[src/rtl/frequency_analyzer_pkg.sv]
// Shared definitions for the frequency analyzer sequencer: FSM encoding and default widths.
package frequency_analyzer_pkg;

  localparam int unsigned DEFAULT_FRAME_COUNT_WIDTH = 8;
  localparam int unsigned DEFAULT_TIMEOUT_WIDTH     = 24;
  localparam logic [DEFAULT_TIMEOUT_WIDTH-1:0] DEFAULT_TIMEOUT_CYCLES = 24'd1000000;

  typedef enum logic [2:0] {
    ST_IDLE       = 3'd0,
    ST_CLEAR      = 3'd1,
    ST_WAIT_FRAME = 3'd2,
    ST_MEASURE    = 3'd3,
    ST_DONE       = 3'd4
  } state_t;

endpackage : frequency_analyzer_pkg

[src/rtl/frequency_analyzer_timeout.sv]
// Watchdog counter for the sequencer: counts while enabled, restarts on clear,
// and flags the cycle on which the count would reach the limit.
module frequency_analyzer_timeout
  import frequency_analyzer_pkg::*;
#(
  parameter int unsigned TIMEOUT_WIDTH = DEFAULT_TIMEOUT_WIDTH,
  parameter logic [TIMEOUT_WIDTH-1:0] TIMEOUT_CYCLES = DEFAULT_TIMEOUT_CYCLES
) (
  input  logic pixel_clock,
  input  logic reset,
  input  logic clear,
  input  logic enable,
  output logic expired_c
);

  logic [TIMEOUT_WIDTH-1:0] count;

  // Cycle counter: clear has priority over counting.
  always_ff @(posedge pixel_clock) begin
    if (reset) begin
      count <= '0;
    end else if (clear) begin
      count <= '0;
    end else if (enable) begin
      count <= count + TIMEOUT_WIDTH'(1);
    end
  end

  // Expiry fires on the edge that would bring the count to TIMEOUT_CYCLES.
  assign expired_c = enable && !clear && (count == (TIMEOUT_CYCLES - TIMEOUT_WIDTH'(1)));

endmodule : frequency_analyzer_timeout

[src/rtl/frequency_analyzer_sequencer.sv]
// Frequency analyzer sequencer: arms an external analyzer, measures a number of
// frames, and reports completion/abort. All outputs are registered.
// Optional watchdog enabled by defining FREQUENCY_ANALYZER_SEQUENCER_TIMEOUT_EN.
module frequency_analyzer_sequencer
  import frequency_analyzer_pkg::*;
#(
  parameter int unsigned FRAME_COUNT_WIDTH = DEFAULT_FRAME_COUNT_WIDTH,
  parameter int unsigned TIMEOUT_WIDTH     = DEFAULT_TIMEOUT_WIDTH,
  parameter logic [TIMEOUT_WIDTH-1:0] TIMEOUT_CYCLES = DEFAULT_TIMEOUT_CYCLES
) (
  input  logic                         pixel_clock,
  input  logic                         reset,
  input  logic                         frame_start,
  input  logic                         arm,
  input  logic                         abort,
  input  logic                         ack,
  input  logic [FRAME_COUNT_WIDTH-1:0] num_frames,
  output logic                         analyzer_clear,
  output logic                         analyzer_start,
  output logic                         analyzer_stop,
  output logic                         busy,
  output logic                         done,
  output logic                         aborted,
  output logic                         timeout,
  output logic                         irq,
  output logic [FRAME_COUNT_WIDTH-1:0] frames_done
);

  state_t                       state;
  state_t                       next_state;
  logic [FRAME_COUNT_WIDTH-1:0] target;
  logic [FRAME_COUNT_WIDTH-1:0] target_d;
  logic [FRAME_COUNT_WIDTH-1:0] frames_done_d;
  logic                         clear_d;
  logic                         start_d;
  logic                         stop_d;
  logic                         busy_d;
  logic                         done_d;
  logic                         aborted_d;
  logic                         timeout_d;
  logic                         irq_d;
  logic                         timeout_hit_c;

`ifdef FREQUENCY_ANALYZER_SEQUENCER_TIMEOUT_EN
  logic timeout_clear_c;
  logic timeout_en_c;

  // Restart the watchdog when leaving CLEAR (the only path into WAIT_FRAME) and on each frame.
  assign timeout_clear_c = (state == ST_CLEAR) || frame_start;
  assign timeout_en_c    = (state == ST_WAIT_FRAME) || (state == ST_MEASURE);

  frequency_analyzer_timeout #(
    .TIMEOUT_WIDTH  (TIMEOUT_WIDTH),
    .TIMEOUT_CYCLES (TIMEOUT_CYCLES)
  ) u_timeout (
    .pixel_clock (pixel_clock),
    .reset       (reset),
    .clear       (timeout_clear_c),
    .enable      (timeout_en_c),
    .expired_c   (timeout_hit_c)
  );
`else
  logic unused_timeout_cfg;

  // No watchdog in this build; the limit is intentionally left unconnected.
  assign unused_timeout_cfg = ^TIMEOUT_CYCLES;
  assign timeout_hit_c      = 1'b0;
`endif

  // Next-state and next-output logic; abort outranks every other event.
  always_comb begin
    next_state    = state;
    target_d      = target;
    frames_done_d = frames_done;
    aborted_d     = aborted;
    timeout_d     = timeout;
    clear_d       = 1'b0;
    start_d       = 1'b0;
    stop_d        = 1'b0;
    irq_d         = 1'b0;

    case (state)
      ST_IDLE: begin
        if (arm && !abort && (num_frames != '0)) begin
          next_state    = ST_CLEAR;
          clear_d       = 1'b1;
          target_d      = num_frames;
          frames_done_d = '0;
          aborted_d     = 1'b0;
          timeout_d     = 1'b0;
        end
      end
      ST_CLEAR: begin
        if (abort) begin
          next_state = ST_IDLE;
          aborted_d  = 1'b1;
        end else begin
          next_state = ST_WAIT_FRAME;
        end
      end
      ST_WAIT_FRAME: begin
        if (abort) begin
          next_state = ST_IDLE;
          aborted_d  = 1'b1;
        end else if (frame_start) begin
          next_state = ST_MEASURE;
          start_d    = 1'b1;
        end else if (timeout_hit_c) begin
          next_state = ST_IDLE;
          timeout_d  = 1'b1;
          irq_d      = 1'b1;
        end
      end
      ST_MEASURE: begin
        if (abort) begin
          next_state = ST_IDLE;
          aborted_d  = 1'b1;
          stop_d     = 1'b1;
        end else if (frame_start) begin
          frames_done_d = frames_done + FRAME_COUNT_WIDTH'(1);
          if (frames_done_d == target) begin
            next_state = ST_DONE;
            stop_d     = 1'b1;
            irq_d      = 1'b1;
          end
        end else if (timeout_hit_c) begin
          next_state = ST_IDLE;
          timeout_d  = 1'b1;
          stop_d     = 1'b1;
          irq_d      = 1'b1;
        end
      end
      ST_DONE: begin
        if (ack) begin
          next_state = ST_IDLE;
        end
      end
      default: begin
        next_state = ST_IDLE;
      end
    endcase

    busy_d = (next_state == ST_CLEAR) || (next_state == ST_WAIT_FRAME) ||
             (next_state == ST_MEASURE);
    done_d = (next_state == ST_DONE);
  end

  // State and registered outputs; reset silences every pulse immediately.
  always_ff @(posedge pixel_clock) begin
    if (reset) begin
      state          <= ST_IDLE;
      target         <= '0;
      frames_done    <= '0;
      analyzer_clear <= 1'b0;
      analyzer_start <= 1'b0;
      analyzer_stop  <= 1'b0;
      busy           <= 1'b0;
      done           <= 1'b0;
      aborted        <= 1'b0;
      timeout        <= 1'b0;
      irq            <= 1'b0;
    end else begin
      state          <= next_state;
      target         <= target_d;
      frames_done    <= frames_done_d;
      analyzer_clear <= clear_d;
      analyzer_start <= start_d;
      analyzer_stop  <= stop_d;
      busy           <= busy_d;
      done           <= done_d;
      aborted        <= aborted_d;
      timeout        <= timeout_d;
      irq            <= irq_d;
    end
  end

endmodule : frequency_analyzer_sequencer

[config.mk]
export PLATFORM = sky130hd
export DESIGN_NAME = frequency_analyzer_sequencer
export DESIGN_NICKNAME = d
export VERILOG_FILES = /design/src/rtl/frequency_analyzer_pkg.sv /design/src/rtl/frequency_analyzer_timeout.sv /design/src/rtl/frequency_analyzer_sequencer.sv
export SDC_FILE = /design/constraint.sdc
export NUM_CORES = 1
export LEC_CHECK = 0
export ABC_AREA = 1
export CAP_MARGIN = 10
export CORE_UTILIZATION = 50
export CTS_CLUSTER_DIAMETER = 120
export DETAILED_ROUTE_END_ITERATION = 16
export GPL_ROUTABILITY_DRIVEN = 0
export PLACE_DENSITY = 0.89
export SETUP_SLACK_MARGIN = 0.3
export SYNTH_ARGS = -nofsm -noshare
export SYNTH_HDL_FRONTEND = slang
export SYNTH_SLANG_ARGS = --single-unit
[constraint.sdc]
create_clock -name pixel_clock -period 2.45 [get_ports pixel_clock]
set_clock_uncertainty 0.15 [all_clocks]
set_input_delay 0.49 -clock pixel_clock [delete_from_list [all_inputs] [get_ports pixel_clock]]
set_output_delay 0.49 -clock pixel_clock [all_outputs]
set_load 0.005 [all_outputs]
---- Word-level counts from Yosys, hierarchy flattened ----
Index checks and enable logic that the tools add are counted.
operators by class
  add/sub/neg operators ................... 1
  equality and inequality tests ........... 13
  mux-type cells .......................... 21
  bitwise operators ....................... 3
  reduce and logical (&&, ||, !) cells .... 17
operators by type and width
  kind                                                                   number
  8-bit 2-to-1 mux                                                       3
  3-bit 2-to-1 mux                                                       7
  8-bit one-hot mux with 2 select lines                                  1
  3-bit one-hot mux with 5 select lines                                  1
  3-bit by 2-bit equality test with 1-bit output, second input constant  4
  3-bit OR reduction                                                     3
  8-bit by 1-bit adder with 8-bit output, second input constant          1
  8-bit equality test                                                    1
  8-bit nonzero test                                                     1
  1-bit 2-to-1 mux                                                       7
  3-bit by 1-bit equality test with 1-bit output, second input constant  2
  3-bit equality test, second input constant                             2
  2-bit != test, second input constant                                   3
  4-bit AND reduction                                                    1
  2-bit nonzero test                                                     2
  2-bit OR reduction                                                     2
  3-bit logical NOT                                                      1
  1-bit NOT                                                              3
  3-bit AND reduction                                                    1
  1-bit logical AND                                                      2
  1-bit logical OR                                                       2
  2-bit 2-to-1 mux                                                       1
  2-bit by 1-bit != test with 1-bit output, second input constant        1
  1-bit one-hot mux with 2 select lines                                  1
  2 further kinds                                                        2
storage, ports and cells
  flip-flop bits (word level) ............. 26
  output and inout bits ................... 16

---- Longest topological paths before layout ----
  word-level depth ........................ 9
  depth in mapped cells ................... 14

---- Worst setup path after synthesis ----
No wires, ideal clock.
  path type ............................... flip-flop to flip-flop
  start ................................... register frames_done[0]
  end ..................................... register busy
  library setup time ...................... 0.109 ns
  arrival time ............................ 1.530 ns
  data required time ...................... 2.191 ns
  path slack .............................. 0.661 ns
  cell stages (with the launch flop) ...... 13
  path buffers ............................ 0
  cell sequence ........................... dfxtp_1 > ha_1 > nand3_2 > nor2_2 > nand2_1 > nand2_1 > nor2_2 > nor2_1 > nand3_1 > nand2_1 > nand3_1 > nand2_1 > inv_1
on the way
  cells in the longest elaborated chain, start to end .. 9
  elaborated cells between the ends (all ways) .. 11
  classes of those cells .................. 1 x add/sub; 4 x eq/ne; 4 x mux; 2 x reduce/logical
ends and longest elaborated chain
  what                                                                                                              RTL line                             source
  start, declared                                                                                                   frequency_analyzer_sequencer.sv:26   output logic [FRAME_COUNT_WIDTH-1:0] frames_done
  start signal, assigned                                                                                            frequency_analyzer_sequencer.sv:165  frames_done <= frames_done_d;
  8-bit by 1-bit adder with 8-bit output (*)                                                                        frequency_analyzer_sequencer.sv:120  frames_done_d = frames_done + FRAME_COUNT_WIDTH'(1);
  8-bit equality test (*)                                                                                           frequency_analyzer_sequencer.sv:121  if (frames_done_d == target) begin
  3-bit 2-to-1 mux (*)                                                                                              frequency_analyzer_sequencer.sv:121
  3-bit 2-to-1 mux (*)                                                                                              frequency_analyzer_sequencer.sv:119  end else if (frame_start) begin
  3-bit 2-to-1 mux (*)                                                                                              frequency_analyzer_sequencer.sv:115  if (abort) begin
  3-bit one-hot mux with 5 select lines (*)                                                                         frequency_analyzer_sequencer.sv:82   case (state)
  3-bit by 1-bit equality test with 1-bit output or 3-bit by 2-bit equality test with 1-bit output (tied branches)  frequency_analyzer_sequencer.sv:143  busy_d = (next_state == ST_CLEAR) || (next_state == ST_WAIT_FRAME) ||
  1-bit logical OR                                                                                                  frequency_analyzer_sequencer.sv:143
  1-bit logical OR (*)                                                                                              frequency_analyzer_sequencer.sv:143
  end signal, assigned                                                                                              frequency_analyzer_sequencer.sv:169  busy <= busy_d;
  end, declared                                                                                                     frequency_analyzer_sequencer.sv:21   output logic busy,
Mark *: on every way between the ends. The rest lies on a longest branch, timed or not.
A chain may end at the register's enable or synchronous reset.

---- Final worst setup path ----
  start ................................... register frames_done[2]
  end ..................................... output port frames_done[2]
No word-level cell between the ends.

==> flow_summary.yaml <==
outcome:
  status: "complete, no violations"
synthesis:
  yosys_warnings: 0
  synth_cell_types: 28
  synth_compound_area_frac: 0.137
  synth_seq_cells: 26
  syn-num-nets: 234
  mappedNetlistArea_sq_mm: 0.00145
  muxShareOfSynthArea: 0
  synth_top_family_by_area: "simple AND/OR/NAND/NOR gates"
  avgSynthCellArea_sq_um: 6.61
  synth_ff_type: "dfxtp_1"
  yosys.area_share.simple: 0.384
  synth_edf_count: 0
  synth_top_area_frac: 0.360
  yosysTopAreaCell: "dfxtp_1"
  synthTopCellsByArea: "dfxtp_1 (36%), nand2_1 (11%), nand3_1 (8.3%)"
  synth_async_sr_flop_share: 0
  synthAdderAreaFrac: 0.00864
  syn_inst: 219
  yosysSeqAreaShare: 0.360
  synth_xor_area_frac: 0.00605
power:
  max-vdd-ir-drop_mv: 0.503
  p_leak_uw: 0.000729
  power_density_mw_per_mm2: 476
  p_total_uw: 860
timing:
  rsz0062_at_grt: "no"
  setup-tns-final_ns: 0
  hold_viol_final: 0
  period_needed_ns: 2.05
  fmax_ghz: 0.487
  finalCritPeriodShare: 0.838
  slew_violations: 0
  final-setup-viol-count: 0
critical_path:
  crit_arrival_ns: 1.41
  crit_family: "buffers and inverters"
  critPathKind: "reg -> out"
  end_kind: "output port"
  cpMaxStageDelayCell: "clkdlybuf4s50_1"
  slowest_delay_ns: 0.56
  cp.required_ns: 1.81
  critPathLaunchType: "register"
  path_buf_inv: 1
  crit_fanout: 8
  path_cells: "clkdlybuf4s50_1"
worst_hold_path:
  hold_path.class: "reg -> reg"
clocking:
  clk_latency_ns: 0.34
  cts_setup_buffers: 0
  cts_tree: "done"
  cts_buffers: 3
  cts_max_level: 1
  clock-root-buffer: "clkbuf_4"
  clock_path_buffers: 2
  clk_pin_slew_worst_paths_ns: 0.15
  clock-sinks: 26
global_route:
  grt_max_degree: 17
  grtUsageTotal: 0.238
  grt_overflow: 0
  antenna_found_initial: 0
  grt_pass1_wl_mm: 5.83
  grt_pass1_vias: 1383
route:
  wl_mm: 3.43
  viasPerCell: 5.30
  vias: 1488
  drt-wirelength-per-cell_um: 12.2
  drt_pass1_iterations: 4
  final_antenna_net_count: 0
  first_iter_violations: 49
  drc: 0
floorplanning:
  fp.dieW_um: 55.8
  dieArea_sq_mm: 0.00311
  start_util: 0.525
  io_pins: 30
  die_h_um: 55.8
  design.core.area_sq_mm: 0.00276
  rows: 19
finish:
  drive_gt1_frac: 0.104
  mostFrequentLayoutCells: "nand2_1 (42), inv_1 (30), clkdlybuf4s50_1 (28), nand3_1 (24), dfxtp_1 (24)"
  final_common_cell: "nand2_1"
  antenna_cells: 0
  syn_to_final_growth_pct: 24.7
  nNetsFinal: 266
run:
  cap_violations: 0
placed_design:
  port_buffers: 28
  place_hpwl_mm: 2.58
## area by class of cell
type / count / area (sq um)
well taps: 31 / 38.8
fillers: 256 / 952
multi-input cells: 157 / 781
flip-flops and latches: 26 / 523
repair buffers: 32 / 310
inverters: 31 / 116
clock buffers: 4 / 36.3
## cell usage after synthesis, drive strengths merged (2+ instances only)
| cell | number |
|---|---|
| nor3 | 7 |
| a21oi | 21 |
| o21ai | 17 |
| nand3 | 26 |
| inv | 31 |
| nand2 | 47 |
| buf | 3 |
| nor4 | 3 |
| nor2 | 27 |
| dfxtp | 26 |
| nand4 | 3 |
| clkbuf | 2 |
## sequential cells by signal, summed over array words and instances (netlist names)
name,flops
analyzer_stop,1
analyzer_clear,1
busy,1
done,1
target,8
state,3
aborted,1
analyzer_start,1
irq,1
frames_done,8
## worst register-to-register path, delay by kind of cell (launching register included)
| family | cells | cell delay (ns) |
|---|---|---|
| DFF | 1 | 0.43 |
| buffers and inverters | 1 | 0.04 |
| and+or+nand+nor | 10 | 1.00 |
| adders and majority gates | 1 | 0.26 |
## worst paths after layout
check,from,end,slack (ns),cells past startpoint
setup / recovery,frames_done[2],frames_done[2],0.40,1
hold / removal,target[1],target[1],0.34,2
setup reg to reg,frames_done[0],busy,0.49,12
hold reg to reg,target[1],target[1],0.34,2
## per-stage QoR
stage                     hold WS [ns]  instance area, sq um   util  std cells  setup slack (ns)
after floorplan                  0.293                  1450      -        219             0.661
after global placement           0.302                  1760  0.640        277             0.258
after detailed placement         0.312                  1760  0.640        277             0.211
after CTS                        0.337                  1800  0.653        281             0.365
after global routing             0.348                  1810  0.655        281             0.306
final                            0.335                  1810  0.655        281             0.396
## cells by family after synthesis
group                      Yosys count
DFF                                 26
other                                1
and+or+nand+nor                    115
AOI/OAI and AO/OA                   39
xor gates and xnor gates             1
buffers and inverters               36
adders and majority gates            1
## metal layers
layer  up-vias  wire, um  track usage
met1       656      1490        0.279
met3         6       163       0.0349
met5         -         0            0
li1        775         -            -
met2        51      1700        0.415
met4         0        68        0.132
## power by group
part           internal [uW]  switching [uW]  total [uW]
Combinational           78.9            88.8         168
Clock                   91.2             135         226
Sequential               445            21.9         467
Total                    615             245         860
## what timing repair did
item / in CTS / in global routing
endpoints found under the hold margin: 0 / 0
resized for setup: 0 / 3
hold buffers: 0 / 0
endpoints found under the setup margin: 0 / 6
No activity file was read; power rests on OpenSTA's default activity.
